--- src/rtl/axil_array_ctrl_if.sv ---
// AXI-Lite slave channels plus the single-port array interface of axil_array_ctrl.
// The slave modport is the controller side; master is the bus/array side.
interface axil_array_ctrl_if #(
    parameter int ADDR_W = 9,
    parameter int DATA_W = 32,
    parameter int MEM_AW = 7
);
    logic [ADDR_W-1:0]   s_axi_awaddr;
    logic                s_axi_awvalid;
    logic                s_axi_awready;
    logic [DATA_W-1:0]   s_axi_wdata;
    logic [DATA_W/8-1:0] s_axi_wstrb;
    logic                s_axi_wvalid;
    logic                s_axi_wready;
    logic [1:0]          s_axi_bresp;
    logic                s_axi_bvalid;
    logic                s_axi_bready;
    logic [ADDR_W-1:0]   s_axi_araddr;
    logic                s_axi_arvalid;
    logic                s_axi_arready;
    logic [DATA_W-1:0]   s_axi_rdata;
    logic [1:0]          s_axi_rresp;
    logic                s_axi_rvalid;
    logic                s_axi_rready;
    logic                mem_en;
    logic                mem_we;
    logic [DATA_W/8-1:0] mem_be;
    logic [MEM_AW-1:0]   mem_addr;
    logic [DATA_W-1:0]   mem_wdata;
    logic [DATA_W-1:0]   mem_rdata;

    modport slave (
        input  s_axi_awaddr, s_axi_awvalid, s_axi_wdata, s_axi_wstrb, s_axi_wvalid,
        input  s_axi_bready, s_axi_araddr, s_axi_arvalid, s_axi_rready, mem_rdata,
        output s_axi_awready, s_axi_wready, s_axi_bresp, s_axi_bvalid,
        output s_axi_arready, s_axi_rdata, s_axi_rresp, s_axi_rvalid,
        output mem_en, mem_we, mem_be, mem_addr, mem_wdata
    );

    modport master (
        output s_axi_awaddr, s_axi_awvalid, s_axi_wdata, s_axi_wstrb, s_axi_wvalid,
        output s_axi_bready, s_axi_araddr, s_axi_arvalid, s_axi_rready, mem_rdata,
        input  s_axi_awready, s_axi_wready, s_axi_bresp, s_axi_bvalid,
        input  s_axi_arready, s_axi_rdata, s_axi_rresp, s_axi_rvalid,
        input  mem_en, mem_we, mem_be, mem_addr, mem_wdata
    );
endinterface

--- src/rtl/axil_array_ctrl.sv ---
// AXI-Lite slave bridging to a one-cycle-latency word array, one transaction at a time.
// Write: bvalid 2 cycles after handshake; read: rvalid 3 cycles after; responses held until bready/rready.
module axil_array_ctrl #(
    parameter int ADDR_W = 9,
    parameter int DATA_W = 32,
    parameter int DEPTH  = 64,
    parameter int MEM_AW = 7
) (
    input  logic              s_axi_aclk,
    input  logic              s_axi_aresetn,
    axil_array_ctrl_if.slave  bus
);
    localparam int BE_W   = DATA_W / 8;
    localparam int WORD_W = ADDR_W - 2;

    localparam logic [2:0] IDLE    = 3'd0;
    localparam logic [2:0] WR_MEM  = 3'd1;
    localparam logic [2:0] WR_RESP = 3'd2;
    localparam logic [2:0] RD_MEM  = 3'd3;
    localparam logic [2:0] RD_CAP  = 3'd4;
    localparam logic [2:0] RD_RESP = 3'd5;

    localparam logic [1:0] RESP_OKAY   = 2'b00;
    localparam logic [1:0] RESP_SLVERR = 2'b10;

    logic [2:0]        state;
    logic              last_grant;   // 1 = write was granted last
    logic              oor_q;
    logic              wr_req, rd_req, grant_wr, grant_rd, idle_ok;
    logic              wr_hs, rd_hs;
    logic [WORD_W-1:0] aw_word, ar_word;
    logic              aw_oor, ar_oor;

    logic              bvalid_q, rvalid_q;
    logic [1:0]        bresp_q, rresp_q;
    logic [DATA_W-1:0] rdata_q;
    logic              mem_en_q, mem_we_q;
    logic [BE_W-1:0]   mem_be_q;
    logic [MEM_AW-1:0] mem_addr_q;
    logic [DATA_W-1:0] mem_wdata_q;

    // Byte-offset address bits carry no meaning for word accesses.
    logic unused_addr_lsb;
    assign unused_addr_lsb = ^{bus.s_axi_awaddr[1:0], bus.s_axi_araddr[1:0]};

    always_comb begin
        aw_word  = bus.s_axi_awaddr[ADDR_W-1:2];
        ar_word  = bus.s_axi_araddr[ADDR_W-1:2];
        aw_oor   = 32'(aw_word) >= 32'(DEPTH);
        ar_oor   = 32'(ar_word) >= 32'(DEPTH);
        wr_req   = bus.s_axi_awvalid && bus.s_axi_wvalid;
        rd_req   = bus.s_axi_arvalid;
        // Under contention the read wins unless it was granted last.
        grant_rd = rd_req && (!wr_req || last_grant);
        grant_wr = wr_req && !grant_rd;
        idle_ok  = (state == IDLE) && s_axi_aresetn;
        wr_hs    = idle_ok && grant_wr;
        rd_hs    = idle_ok && grant_rd;
    end

    assign bus.s_axi_awready = wr_hs;
    assign bus.s_axi_wready  = wr_hs;
    assign bus.s_axi_arready = rd_hs;
    assign bus.s_axi_bvalid  = bvalid_q;
    assign bus.s_axi_bresp   = bresp_q;
    assign bus.s_axi_rvalid  = rvalid_q;
    assign bus.s_axi_rresp   = rresp_q;
    assign bus.s_axi_rdata   = rdata_q;
    assign bus.mem_en        = mem_en_q;
    assign bus.mem_we        = mem_we_q;
    assign bus.mem_be        = mem_be_q;
    assign bus.mem_addr      = mem_addr_q;
    assign bus.mem_wdata     = mem_wdata_q;

    always_ff @(posedge s_axi_aclk or negedge s_axi_aresetn) begin
        if (!s_axi_aresetn) begin
            state       <= IDLE;
            last_grant  <= 1'b1;
            oor_q       <= 1'b0;
            bvalid_q    <= 1'b0;
            bresp_q     <= 2'b00;
            rvalid_q    <= 1'b0;
            rresp_q     <= 2'b00;
            rdata_q     <= '0;
            mem_en_q    <= 1'b0;
            mem_we_q    <= 1'b0;
            mem_be_q    <= '0;
            mem_addr_q  <= '0;
            mem_wdata_q <= '0;
        end else begin
            // The array is strobed for exactly one cycle per in-range access.
            mem_en_q <= 1'b0;
            mem_we_q <= 1'b0;
            case (state)
                IDLE: begin
                    if (wr_hs) begin
                        last_grant  <= 1'b1;
                        oor_q       <= aw_oor;
                        mem_en_q    <= !aw_oor;
                        mem_we_q    <= !aw_oor;
                        mem_be_q    <= bus.s_axi_wstrb;
                        mem_addr_q  <= MEM_AW'(aw_word);
                        mem_wdata_q <= bus.s_axi_wdata;
                        state       <= WR_MEM;
                    end else if (rd_hs) begin
                        last_grant  <= 1'b0;
                        oor_q       <= ar_oor;
                        mem_en_q    <= !ar_oor;
                        mem_addr_q  <= MEM_AW'(ar_word);
                        state       <= RD_MEM;
                    end
                end
                WR_MEM: begin
                    bvalid_q <= 1'b1;
                    bresp_q  <= oor_q ? RESP_SLVERR : RESP_OKAY;
                    state    <= WR_RESP;
                end
                WR_RESP: begin
                    if (bus.s_axi_bready) begin
                        bvalid_q <= 1'b0;
                        state    <= IDLE;
                    end
                end
                RD_MEM: state <= RD_CAP;
                RD_CAP: begin
                    rdata_q  <= oor_q ? '0 : bus.mem_rdata;
                    rresp_q  <= oor_q ? RESP_SLVERR : RESP_OKAY;
                    rvalid_q <= 1'b1;
                    state    <= RD_RESP;
                end
                RD_RESP: begin
                    if (bus.s_axi_rready) begin
                        rvalid_q <= 1'b0;
                        state    <= IDLE;
                    end
                end
                default: state <= IDLE;
            endcase
        end
    end
endmodule

--- src/flat_wrapper.sv ---
// flat-port wrapper written by rule: the top's interface ports become plain ports
module axil_array_ctrl_flat 
#(
    parameter int ADDR_W = 9,
    parameter int DATA_W = 32,
    parameter int DEPTH  = 64,
    parameter int MEM_AW = 7
)
  (s_axi_aclk, s_axi_aresetn, bus_s_axi_awaddr, bus_s_axi_awvalid, bus_s_axi_wdata, bus_s_axi_wstrb, bus_s_axi_wvalid, bus_s_axi_bready, bus_s_axi_araddr, bus_s_axi_arvalid, bus_s_axi_rready, bus_mem_rdata, bus_s_axi_awready, bus_s_axi_wready, bus_s_axi_bresp, bus_s_axi_bvalid, bus_s_axi_arready, bus_s_axi_rdata, bus_s_axi_rresp, bus_s_axi_rvalid, bus_mem_en, bus_mem_we, bus_mem_be, bus_mem_addr, bus_mem_wdata);
  axil_array_ctrl_if #(.ADDR_W(ADDR_W), .DATA_W(DATA_W), .MEM_AW(MEM_AW)) bus_i ();
  input  logic s_axi_aclk;
  input  logic s_axi_aresetn;
  input wire logic [$bits(bus_i.s_axi_awaddr)-1:0] bus_s_axi_awaddr;
  input wire logic [$bits(bus_i.s_axi_awvalid)-1:0] bus_s_axi_awvalid;
  input wire logic [$bits(bus_i.s_axi_wdata)-1:0] bus_s_axi_wdata;
  input wire logic [$bits(bus_i.s_axi_wstrb)-1:0] bus_s_axi_wstrb;
  input wire logic [$bits(bus_i.s_axi_wvalid)-1:0] bus_s_axi_wvalid;
  input wire logic [$bits(bus_i.s_axi_bready)-1:0] bus_s_axi_bready;
  input wire logic [$bits(bus_i.s_axi_araddr)-1:0] bus_s_axi_araddr;
  input wire logic [$bits(bus_i.s_axi_arvalid)-1:0] bus_s_axi_arvalid;
  input wire logic [$bits(bus_i.s_axi_rready)-1:0] bus_s_axi_rready;
  input wire logic [$bits(bus_i.mem_rdata)-1:0] bus_mem_rdata;
  output wire logic [$bits(bus_i.s_axi_awready)-1:0] bus_s_axi_awready;
  output wire logic [$bits(bus_i.s_axi_wready)-1:0] bus_s_axi_wready;
  output wire logic [$bits(bus_i.s_axi_bresp)-1:0] bus_s_axi_bresp;
  output wire logic [$bits(bus_i.s_axi_bvalid)-1:0] bus_s_axi_bvalid;
  output wire logic [$bits(bus_i.s_axi_arready)-1:0] bus_s_axi_arready;
  output wire logic [$bits(bus_i.s_axi_rdata)-1:0] bus_s_axi_rdata;
  output wire logic [$bits(bus_i.s_axi_rresp)-1:0] bus_s_axi_rresp;
  output wire logic [$bits(bus_i.s_axi_rvalid)-1:0] bus_s_axi_rvalid;
  output wire logic [$bits(bus_i.mem_en)-1:0] bus_mem_en;
  output wire logic [$bits(bus_i.mem_we)-1:0] bus_mem_we;
  output wire logic [$bits(bus_i.mem_be)-1:0] bus_mem_be;
  output wire logic [$bits(bus_i.mem_addr)-1:0] bus_mem_addr;
  output wire logic [$bits(bus_i.mem_wdata)-1:0] bus_mem_wdata;
  assign bus_i.s_axi_awaddr = bus_s_axi_awaddr;
  assign bus_i.s_axi_awvalid = bus_s_axi_awvalid;
  assign bus_i.s_axi_wdata = bus_s_axi_wdata;
  assign bus_i.s_axi_wstrb = bus_s_axi_wstrb;
  assign bus_i.s_axi_wvalid = bus_s_axi_wvalid;
  assign bus_i.s_axi_bready = bus_s_axi_bready;
  assign bus_i.s_axi_araddr = bus_s_axi_araddr;
  assign bus_i.s_axi_arvalid = bus_s_axi_arvalid;
  assign bus_i.s_axi_rready = bus_s_axi_rready;
  assign bus_i.mem_rdata = bus_mem_rdata;
  assign bus_s_axi_awready = bus_i.s_axi_awready;
  assign bus_s_axi_wready = bus_i.s_axi_wready;
  assign bus_s_axi_bresp = bus_i.s_axi_bresp;
  assign bus_s_axi_bvalid = bus_i.s_axi_bvalid;
  assign bus_s_axi_arready = bus_i.s_axi_arready;
  assign bus_s_axi_rdata = bus_i.s_axi_rdata;
  assign bus_s_axi_rresp = bus_i.s_axi_rresp;
  assign bus_s_axi_rvalid = bus_i.s_axi_rvalid;
  assign bus_mem_en = bus_i.mem_en;
  assign bus_mem_we = bus_i.mem_we;
  assign bus_mem_be = bus_i.mem_be;
  assign bus_mem_addr = bus_i.mem_addr;
  assign bus_mem_wdata = bus_i.mem_wdata;
  axil_array_ctrl #(.ADDR_W(ADDR_W), .DATA_W(DATA_W), .DEPTH(DEPTH), .MEM_AW(MEM_AW)) u_core (.s_axi_aclk(s_axi_aclk), .s_axi_aresetn(s_axi_aresetn), .bus(bus_i));
endmodule
--- config.mk ---
export PLATFORM = sky130hd
export DESIGN_NAME = axil_array_ctrl_flat
export DESIGN_NICKNAME = d
export VERILOG_FILES = /design/src/rtl/axil_array_ctrl_if.sv /design/src/rtl/axil_array_ctrl.sv /design/src/flat_wrapper.sv
export SDC_FILE = /design/constraint.sdc
export NUM_CORES = 1
export LEC_CHECK = 0
export CORE_ASPECT_RATIO = 0.9
export CORE_MARGIN = 10
export CORE_UTILIZATION = 37
export CTS_BUF_LIST = sky130_fd_sc_hd__clkbuf_2 sky130_fd_sc_hd__clkbuf_4 sky130_fd_sc_hd__clkbuf_8
export DETAILED_ROUTE_END_ITERATION = 10
export GPL_ROUTABILITY_DRIVEN = 0
export PLACE_DENSITY_LB_ADDON = 0.25
export RECOVER_POWER = 100
export SKIP_LAST_GASP = 1
export SYNTH_ARGS = -nofsm -noshare
export SYNTH_HDL_FRONTEND = slang
export SYNTH_SLANG_ARGS = --single-unit
--- constraint.sdc ---
create_clock -name s_axi_aclk -period 1.7 [get_ports s_axi_aclk]
set_clock_uncertainty 0.15 [all_clocks]
set_input_delay 0.255 -clock s_axi_aclk [delete_from_list [all_inputs] [get_ports s_axi_aclk]]
set_output_delay 0.255 -clock s_axi_aclk [all_outputs]
set_load 0.05 [all_outputs]
Yosys cells after proc, flatten, opt, wreduce, memory -nomap -nowiden --
Index checks and enable logic that the tools add are counted.
Operators by class: reduce and logical (&&, ||, !) cells 20, multiplexer cells 22, eq/ne operators 8, magnitude comparators 2
Operators with widths (number):
- 2-to-1 mux 32 bit | 1
- one-hot mux 3 bit (6 select lines) | 1
- >= comparator 7 bit, second input constant | 2
- 2-to-1 mux 7 bit | 2
- 2-to-1 mux 3 bit | 4
- 2-to-1 mux 1 bit | 11
- AND reduction 2 bit | 4
- == test 3 x 2 -> 1 bit, second input constant | 2
- == test 3 bit, second input constant | 2
- logical AND 1 bit | 6
- nonzero test 2 bit | 3
- logical NOT 1 bit | 4
- != test 2 bit, second input constant | 2
- one-hot mux 1 bit (2 select lines) | 2
- == test 3 x 1 -> 1 bit, second input constant | 1
- logical NOT 3 bit | 1
- != test 3 bit, second input constant | 1
- AND reduction 3 bit | 1
- 2-to-1 mux 2 bit | 1
- logical OR 1 bit | 1
Word-level totals: register bits 88, word-level logic and storage cells 65, input bits 93, output and inout port bits 86

Logic depth before layout (Yosys ltp) --
Gate-level depths: netlist (run 1).
depth in word-level cells 9, gate-level depth with buffers 7, depth with buffers taken out 5

Least setup slack after synthesis (run 1) --
OpenSTA, ideal clock, no wires.
kind register to output, from reg u_core.state[0], to out bus_s_axi_wready, slack -225 ps, path buffers 3, stages on the path, launching flop included 7, data arrival time 1520 ps, data required time 1295 ps, cell sequence dfrtp_1 buf_4 nor4b_4 nand3_2 inv_2 buf_4 buf_4
Between the ends: word-level cells in the longest chain between the ends 3
Ends and longest elaborated chain:
- start: declaration | RTL line axil_array_ctrl.sv:26 | logic [2:0] state;
- start signal: assignment | RTL line axil_array_ctrl.sv:77 | state <= IDLE;
- start signal: assignment | RTL line axil_array_ctrl.sv:104 | state <= WR_MEM;
- start signal: assignment | RTL line axil_array_ctrl.sv:110 | state <= RD_MEM;
- logical NOT 3 bit | RTL line axil_array_ctrl.sv:56 | idle_ok = (state == IDLE) && s_axi_aresetn;
- logical AND 1 bit | RTL line axil_array_ctrl.sv:56
- logical AND 1 bit | RTL line axil_array_ctrl.sv:57 | wr_hs = idle_ok && grant_wr;
- end: declaration | RTL line flat_wrapper.sv:24 | output wire logic [$bits(bus_i.s_axi_wready)-1:0] bus_s_axi_wready;
No other way between the ends.

Final worst setup path (run 1) --
from reg u_core.state[2], to out bus_s_axi_wready
The elaborated chain is that of the path after synthesis.

==> flow_summary.yaml, run 1 <==
logic_synthesis:
  synth_compound_area_share_pct: 9.12
  ys_ff_latch: 86
  synthMuxAreaShare_pct: 0.634
  synthAdderAreaFrac_pct: 0
  ys_types: 31
  syn_area_um2: 3550
  ys_warn_count: 0
  avgSynthCellArea_um2: 9.60
  synthXorXnorAreaFrac_pct: 0
  ys_seq_area_share_pct: 60.6
  postSynthCellCount: 370
  synth-simple-area-share_pct: 24.3
  synth_top_family_by_area: "simple AND/OR/NAND/NOR gates"
global_routing:
  grt_pass1_vias: 3174
  grt.overflow.total: 0
  grt_max_degree: 54
  grt_pass1_wl_um: 17300
  grt_util_all_layers_pct: 15.5
  antenna_found_initial: 0
layout:
  mostFrequentLayoutCells: "nand2_1 (149), clkdlybuf4s50_1 (87), dfrtp_1 (85), clkbuf_2 (81), o21ai_0 (34)"
  drive_gt1_share_pct: 25.0
  final_common_cell: "nand2_1"
  antennaDiodeCount: 0
  instances_no_fill: 690
  fin_nets: 657
  area_delta_synth_final_pct: 54.5
detailed_routing:
  drc: 0
  top_layer_used: "met4"
  wl_per_cell_um: 15.9
  vias: 3157
  met2WireLength_um: 5620
  ant_nets: 0
  met3_length_um: 780
  wl_met1_um: 4380
  viasPerCell: 4.58
  wl_um: 10900
  drtIter0Drc: 232
  firstDrtPassIters: 4
power:
  peakVddDrop_uv: 931
  total_power_uw: 10300
  leakage_uw: 0.00278
  power.density_nw_per_um2: 1880
timing:
  final_max_slew_viol_count: 0
  tightest_slew_ns: 0.589
  final_hold_viol_count: 0
  setup-violations-final: 43
  layout_setup_ws_ns: -0.258
  period_minus_slack_ns: 1.96
  grt_setup_unrepaired: "true"
  slew_headroom_pct: 60.8
  fmax_mhz: 511
  post-route-period-util_pct: 115
setup_path:
  end_kind: "primary output"
  worstPathArrival_ns: 1.55
  path_class: "reg -> out"
  cp.required_ns: 1.29
  critPathMaxFanout: 4
  startpoint_type: "flip-flop"
  r2r-start: "u_core.last_grant"
  setup.worst_path.start: "u_core.state[2]"
  reg2regPathDepth: 8
run_status:
  outcome: "finished with violations"
  violations: "setup timing"
die:
  die_w_um: 123
  die_h_um: 113
  initial_utilization_pct: 38.4
  fp.dieArea_um2: 13900
  io_pins: 179
  fp-row-count: 33
  core-area_um2: 9250
clock_tree:
  clk_latency_ns: 0.35
  root_buffer: "clkbuf_8"
  cts_tree: "done"
  clk_pin_slew_worst_paths_ns: 0.09
  cts_buffers: 9
  htreeDepth: 3
  clockBufferDepth: 2
  clkSinkCount: 86
min_path:
  min-delay-start: "bus_s_axi_wdata[27]"
  min_path_cells: 3
  hp-class: "in -> reg"
place:
  hpwl_um: 8250
  portBuffers: 172
  dp_cells: 662
  preCtsSetupSlack_ns: -0.290
run:
  maxCapViolations: 0
==> what timing repair did <==
item	CTS	global route
endpoints found under the hold margin	12	0
pin swaps	9	4
gates resized for setup	10	14
setup buffers	7	6
setup endpoints to repair	25	47
hold buffers	1	0
gates cloned	1	0
==> flip-flops by register name, summed over array words and instances (netlist names), 3 cells and up <==
| register | cells |
|---|---|
| u_core.bus.s_axi_rdata | 32 |
| u_core.bus.mem_wdata | 32 |
| u_core.bus.mem_be | 4 |
| u_core.bus.mem_addr | 7 |
| u_core.state | 3 |
==> cell families (layout without fill, tap and decap cells) <==
family,after synthesis,count (layout)
buffers and inverters,34,231
DFF,86,86
muxes,2,2
AOI/OAI and AO/OA,53,53
and+or+nand+nor,194,194
other,1,2
==> routing by layer <==
| layer | vias up | GRT usage (%) |
|---|---|---|
| li1 | 1564 | - |
| met4 | 0 | 5.20 |
| met3 | 13 | 5.02 |
| met1 | 1479 | 18.1 |
| met2 | 101 | 26.2 |
| met5 | - | 0 |
==> cell usage after synthesis <==
library cell / count / area [um^2]
nand2_1: 150 / 563
and4b_1: 1 / 10.0
nor3_1: 1 / 5.00
nor4b_4: 1 / 23.8
a21oi_1: 2 / 10.0
o21a_1: 3 / 22.5
nand3_2: 1 / 10.0
o21bai_1: 1 / 7.51
nor2_1: 2 / 7.51
nor2b_1: 2 / 12.5
dfrtp_1: 85 / 2130
and2_0: 1 / 6.26
nand2b_1: 33 / 206
o211ai_1: 1 / 7.51
buf_2: 8 / 40.0
conb_1: 1 / 3.75
a222oi_1: 6 / 60.1
buf_6: 3 / 33.8
dfstp_2: 1 / 26.3
mux2_2: 2 / 22.5
nand3b_1: 1 / 7.51
clkbuf_1: 7 / 26.3
o21ai_1: 1 / 5.00
o21ai_0: 34 / 170
inv_1: 8 / 30.0
o211a_1: 2 / 20.0
o31ai_1: 2 / 15.0
or4b_2: 1 / 10.0
inv_2: 1 / 3.75
a31oi_1: 1 / 6.26
buf_4: 7 / 52.6
==> final timing paths <==
kind                                         endpoint  slack [ns]
hold reg to reg              u_core.bus.mem_wdata[15]        0.32
hold / removal               u_core.bus.mem_wdata[27]        0.27
setup reg to reg               u_core.bus.mem_addr[1]       -0.22
max in group asynchronous  u_core.bus.s_axi_rdata[29]        0.24
min in group asynchronous    u_core.bus.mem_wdata[29]        0.29
setup / recovery                     bus_s_axi_wready       -0.26
==> area by class of cell <==
type,count,area (um^2)
Clock buffer,11,139
Clock inverter,4,72.6
Fill cell,857,3760
Inverter,9,38.8
Multi-Input combinational cell,251,1230
Sequential cell,86,2150
Tap cell,122,153
Timing Repair Buffer,207,1700
==> report_power, final <==
group / switching [uW] / leakage (uW) / internal (uW) / total (uW)
clock: 702 / 0.000106 / 851 / 1550
combinational: 4000 / 0.00158 / 1470 / 5460
sequential: 459 / 0.00109 / 2850 / 3300
==> worst max-delay path, stage by stage, from the launching register on <==
cell	delay (ns)
dfrtp_1	0.41
nor4b_4	0.39
nand3_2	0.16
clkinv_4	0.11
buf_12	0.14
==> metrics by stage <==
step / hold WS, ns / setup TNS [ns] / instance area (um^2) / util, %
floorplan: -0.191 / -0.688 / 3570 / -
global placement: 0.0706 / -4.77 / 5330 / 57.7
detailed placement: 0.0744 / -6.10 / 5330 / 57.7
CTS: 0.224 / -6.23 / 5680 / 61.4
global route: 0.262 / -12.95 / 5490 / 59.3
finish: 0.273 / -4.16 / 5490 / 59.3
Power figures use the tool's default switching activity.
==> inputs of run 2 (changes only) <==
clock period = 1.8 ns   (was 1.7 ns; I/O delays follow)
==> flow_summary.yaml, run 2 (synthesis gave the netlist of run 1 again) <==
setup_path:
  end_kind: "primary output"
  r2r_slack_ns: 0.06
  cp.required_ns: 1.38
  path_class: "reg -> out"
  worstPathArrival_ns: 1.58
  startpoint_type: "flip-flop"
  critPathMaxFanout: 3
run_status:
  outcome: "finished with violations"
  violations: "setup timing"
min_path:
  hp-class: "in -> async"
layout:
  fillerInstances: 868
  final_common_cell: "nand2_1"
  drive_gt1_share_pct: 20.0
  antennaDiodeCount: 0
  mostFrequentLayoutCells: "nand2_1 (150), clkdlybuf4s50_1 (87), dfrtp_1 (85), clkbuf_2 (66), o21ai_0 (35)"
  instances_no_fill: 676
  fin_nets: 644
  utilization_pct: 57.5
  area_delta_synth_final_pct: 49.8
detailed_routing:
  viasPerCell: 4.53
  drc: 0
  drtIter0Drc: 205
  vias: 3065
  firstDrtPassIters: 4
  wl_per_cell_um: 15.8
  wl_um: 10700
  ant_nets: 0
clock_tree:
  htreeDepth: 3
  cts_buffers: 9
  clk_latency_ns: 0.34
  clkSinkCount: 86
  root_buffer: "clkbuf_8"
  cts_tree: "done"
  clockBufferDepth: 2
  clk_pin_slew_worst_paths_ns: 0.08
timing:
  fmax_mhz: 499
  final_max_slew_viol_count: 0
  layout_setup_ws_ns: -0.204
  grt_setup_unrepaired: "true"
  tightest_slew_ns: 0.872
  post-route-period-util_pct: 111
  setup-violations-final: 3
  period_minus_slack_ns: 2.00
  slew_headroom_pct: 41.9
  fin_setup_tns_ns: -0.524
  hold_ws_ns: 0.251
  final_hold_viol_count: 0
die:
  initial_utilization_pct: 38.4
  core-area_um2: 9250
  fp.dieArea_um2: 13900
  io_pins: 179
  die_h_um: 113
  die_w_um: 123
  fp-row-count: 33
place:
  dp_cells: 656
  portBuffers: 172
  hpwl_um: 8000
global_routing:
  grt_util_all_layers_pct: 15.0
  grt_pass1_wl_um: 16700
  antenna_found_initial: 0
  grt.overflow.total: 0
  grt_max_degree: 54
  grt_pass1_vias: 3046
run:
  maxCapViolations: 0
power:
  peakVddDrop_uv: 765
  leakage_uw: 0.00265
  power.density_nw_per_um2: 1820
-- run 2: cell count changes in the layout (fill, tap and decap cells not counted), moves of 4 or more --
| cell | previous run | this run |
|---|---|---|
| buf_12 | 8 | 4 |
| clkbuf_1 | 2 | 17 |
| buf_4 | 22 | 11 |
| clkbuf_2 | 81 | 66 |
-- run 2: area by class of cell --
class,instances,area [um^2],area share [%]
Clock buffer,10,131,2.47
Clock inverter,4,97.6,1.83
Inverter,9,33.8,0.635
Multi-Input combinational cell,251,1230,23.1
Sequential cell,86,2150,40.5
Tap cell,122,153,2.87
Timing Repair Buffer,194,1520,28.6
-- run 2: report_power, final --
group	switching [uW]	internal (uW)	total (uW)	leakage, uW
combinational	3680	1260	4940	0.00144
sequential	481	2690	3170	0.00109
clock	647	923	1570	0.000112
-- run 2: timing repair --
| action | 4_1_cts | 5_1_grt |
|---|---|---|
| hold buffers | 1 | 0 |
| endpoints found under the hold margin | 85 | 0 |
| pin swaps | 1 | 2 |
| setup buffers | 4 | 0 |
| endpoints found under the setup margin | 3 | 47 |
| gates resized for setup | 3 | 5 |
| gates cloned | 0 | 1 |
-- run 2: worst max-delay path: stages, from the launching register on --
cell and delay (ns):
dfrtp_1 0.42, nor4b_4 0.34, buf_4 0.17, o211a_4 0.18, buf_12 0.13
-- run 2: per-layer routing --
layer	vias to the layer above	share of wire (%)	track usage, %
met4	0	1.5	5.35
met1	1434	41	17.5
met3	13	6.9	4.82
met2	87	51	25.3
li1	1531	-	-
met5	-	0	0
-- run 2: stage by stage --
step / power [uW] / instance area [um^2] / worst slack, ns
2_1_floorplan: 6780 / 3570 / 0.00437
3_3_place_gp: 8550 / 5240 / -0.0788
3_5_place_dp: 8660 / 5240 / -0.159
4_1_cts: 10300 / 5520 / -0.237
5_1_grt: 10300 / 5320 / -0.290
6_report: 9680 / 5320 / -0.204
-- run 2: path summary, 6_finish.rpt --
check | end | start | cells past startpoint
max | bus_s_axi_arready | u_core.state[2] | 4
min | u_core.state[1] | s_axi_aresetn | 2
max reg2reg | u_core.bus.mem_wdata[29] | u_core.state[2] | 7
min reg2reg | u_core.bus.mem_wdata[0] | u_core.bus.mem_wdata[0] | 2
max in group asynchronous | u_core.bus.mem_wdata[17] | s_axi_aresetn | 3
min in group s_axi_aclk | u_core.oor_q | s_axi_aresetn | 3
==> inputs of run 3 (changes only) <==
CORE_MARGIN = 2   (was 10)
==> flow_summary.yaml, run 3 (synthesis gave the netlist of run 1 again) <==
setup_path:
  cp_slowest_cell: "dfrtp_1"
  r2r-end: "u_core.bus.mem_addr[4]"
  path_cells: "nor4b_4 -> nand3_2 -> clkinv_4 -> buf_12"
  r2r-start: "u_core.last_grant"
  cp.required_ns: 1.38
  path_class: "reg -> out"
  cp_top_family: "simple AND/OR/NAND/NOR gates"
  path_buf_inv: 2
  end_kind: "primary output"
  r2r_slack_ns: -0.12
  critPathMaxFanout: 4
  worstPathArrival_ns: 1.58
  cpPeakStageDelay_ns: 0.43
  startpoint_type: "flip-flop"
  reg2regPathDepth: 8
place:
  hpwl_um: 6620
  preCtsSetupSlack_ns: -0.209
  portBuffers: 172
clock_tree:
  clkSinkCount: 86
  cts_buffers: 9
  clockBufferDepth: 2
  clk_latency_ns: 0.34
  root_buffer: "clkbuf_8"
  cts_tree: "done"
  clk_pin_slew_worst_paths_ns: 0.09
  htreeDepth: 3
layout:
  area_delta_synth_final_pct: 52.6
  mostFrequentLayoutCells: "nand2_1 (148), clkdlybuf4s50_1 (87), dfrtp_1 (84), clkbuf_1 (50), clkbuf_2 (35)"
  utilization_pct: 58.9
  fillerInstances: 876
  antennaDiodeCount: 0
  final_common_cell: "nand2_1"
  fin_nets: 655
  drive_gt1_share_pct: 16.6
global_routing:
  grt_util_all_layers_pct: 18.8
  grt.overflow.total: 0
  grt_pass1_wl_um: 15800
  antenna_found_initial: 0
  grt_pass1_vias: 3189
  grt_max_degree: 54
run_status:
  outcome: "finished with violations"
  violations: "setup timing"
die:
  die_w_um: 107
  fp-row-count: 33
  io_pins: 179
  die_h_um: 97.0
  initial_utilization_pct: 38.6
  core-area_um2: 9210
  fp.dieArea_um2: 10400
detailed_routing:
  wl_um: 9470
  vias: 3116
  drtIter0Drc: 147
  viasPerCell: 4.52
  firstDrtPassIters: 5
  wl_per_cell_um: 13.7
  drc: 0
  ant_nets: 0
timing:
  grt_setup_unrepaired: "true"
  tightest_slew_ns: 0.882
  final_max_slew_viol_count: 0
  slew_headroom_pct: 41.2
  fmax_mhz: 500
  layout_setup_ws_ns: -0.198
  post-route-period-util_pct: 111
  setup-violations-final: 35
  period_minus_slack_ns: 2.00
  final_hold_viol_count: 0
power:
  power.density_nw_per_um2: 1750
  total_power_uw: 9490
  leakage_uw: 0.00261
  peakVddDrop_uv: 1020
run:
  maxCapViolations: 0
min_path:
  hp-class: "in -> async"
==> run 3: power breakdown <==
| group | internal (uW) | switching (uW) |
|---|---|---|
| Clock | 719 | 674 |
| Sequential | 2690 | 511 |
| Combinational | 1260 | 3640 |
| Total | 4660 | 4830 |
==> run 3: through the flow <==
stage	instance area [um^2]	hold WS, ns	instances	TNS, ns
after global routing	5420	0.239	689	-7.81
after CTS	5680	0.154	689	-7.62
after detailed placement	5240	-0.0727	658	-4.61
after floorplan	3570	-0.176	371	0
after global placement	5240	-0.0722	658	-3.08
final	5420	0.225	689	-3.04
==> run 3: layout make-up <==
type                    instances  area (um^2)  share of cell area [%]
clock inverters                 4         55.1                    1.02
repair buffers                205         1640                    30.2
flip-flops and latches         86         2150                    39.7
inverters                       9         38.8                   0.715
multi-input cells             251         1230                    22.7
well taps                     122          153                    2.82
clock buffers                  12          153                    2.82
==> run 3: timing repair <==
action,in CTS,in global routing
setup endpoints to repair,23,52
pin swaps,3,4
setup buffers,12,1
gates resized for setup,12,9
hold endpoints to repair,55,0
hold buffers,1,0
cloned,2,0
==> run 3: routing by layer <==
| metal | up-vias | global-route usage, % | wire (um) |
|---|---|---|---|
| li1 | 1555 | - | - |
| met1 | 1458 | 24.1 | 4120 |
| met2 | 94 | 31.7 | 4670 |
| met3 | 9 | 4.45 | 544 |
| met4 | 0 | 5.29 | 131 |
| met5 | - | 0 | 0 |
==> run 3: how the worst max path moves through the flow <==
stage,to,depth (start not counted),from
after floorplan,u_core.bus.mem_addr[0],5,u_core.state[0]
after global placement,u_core.state[1],6,bus_s_axi_awvalid
after detailed placement,u_core.state[1],6,bus_s_axi_awvalid
after CTS,bus_s_axi_wready,4,u_core.state[0]
after global routing,bus_s_axi_wready,4,u_core.state[1]
final,bus_s_axi_wready,4,u_core.state[1]
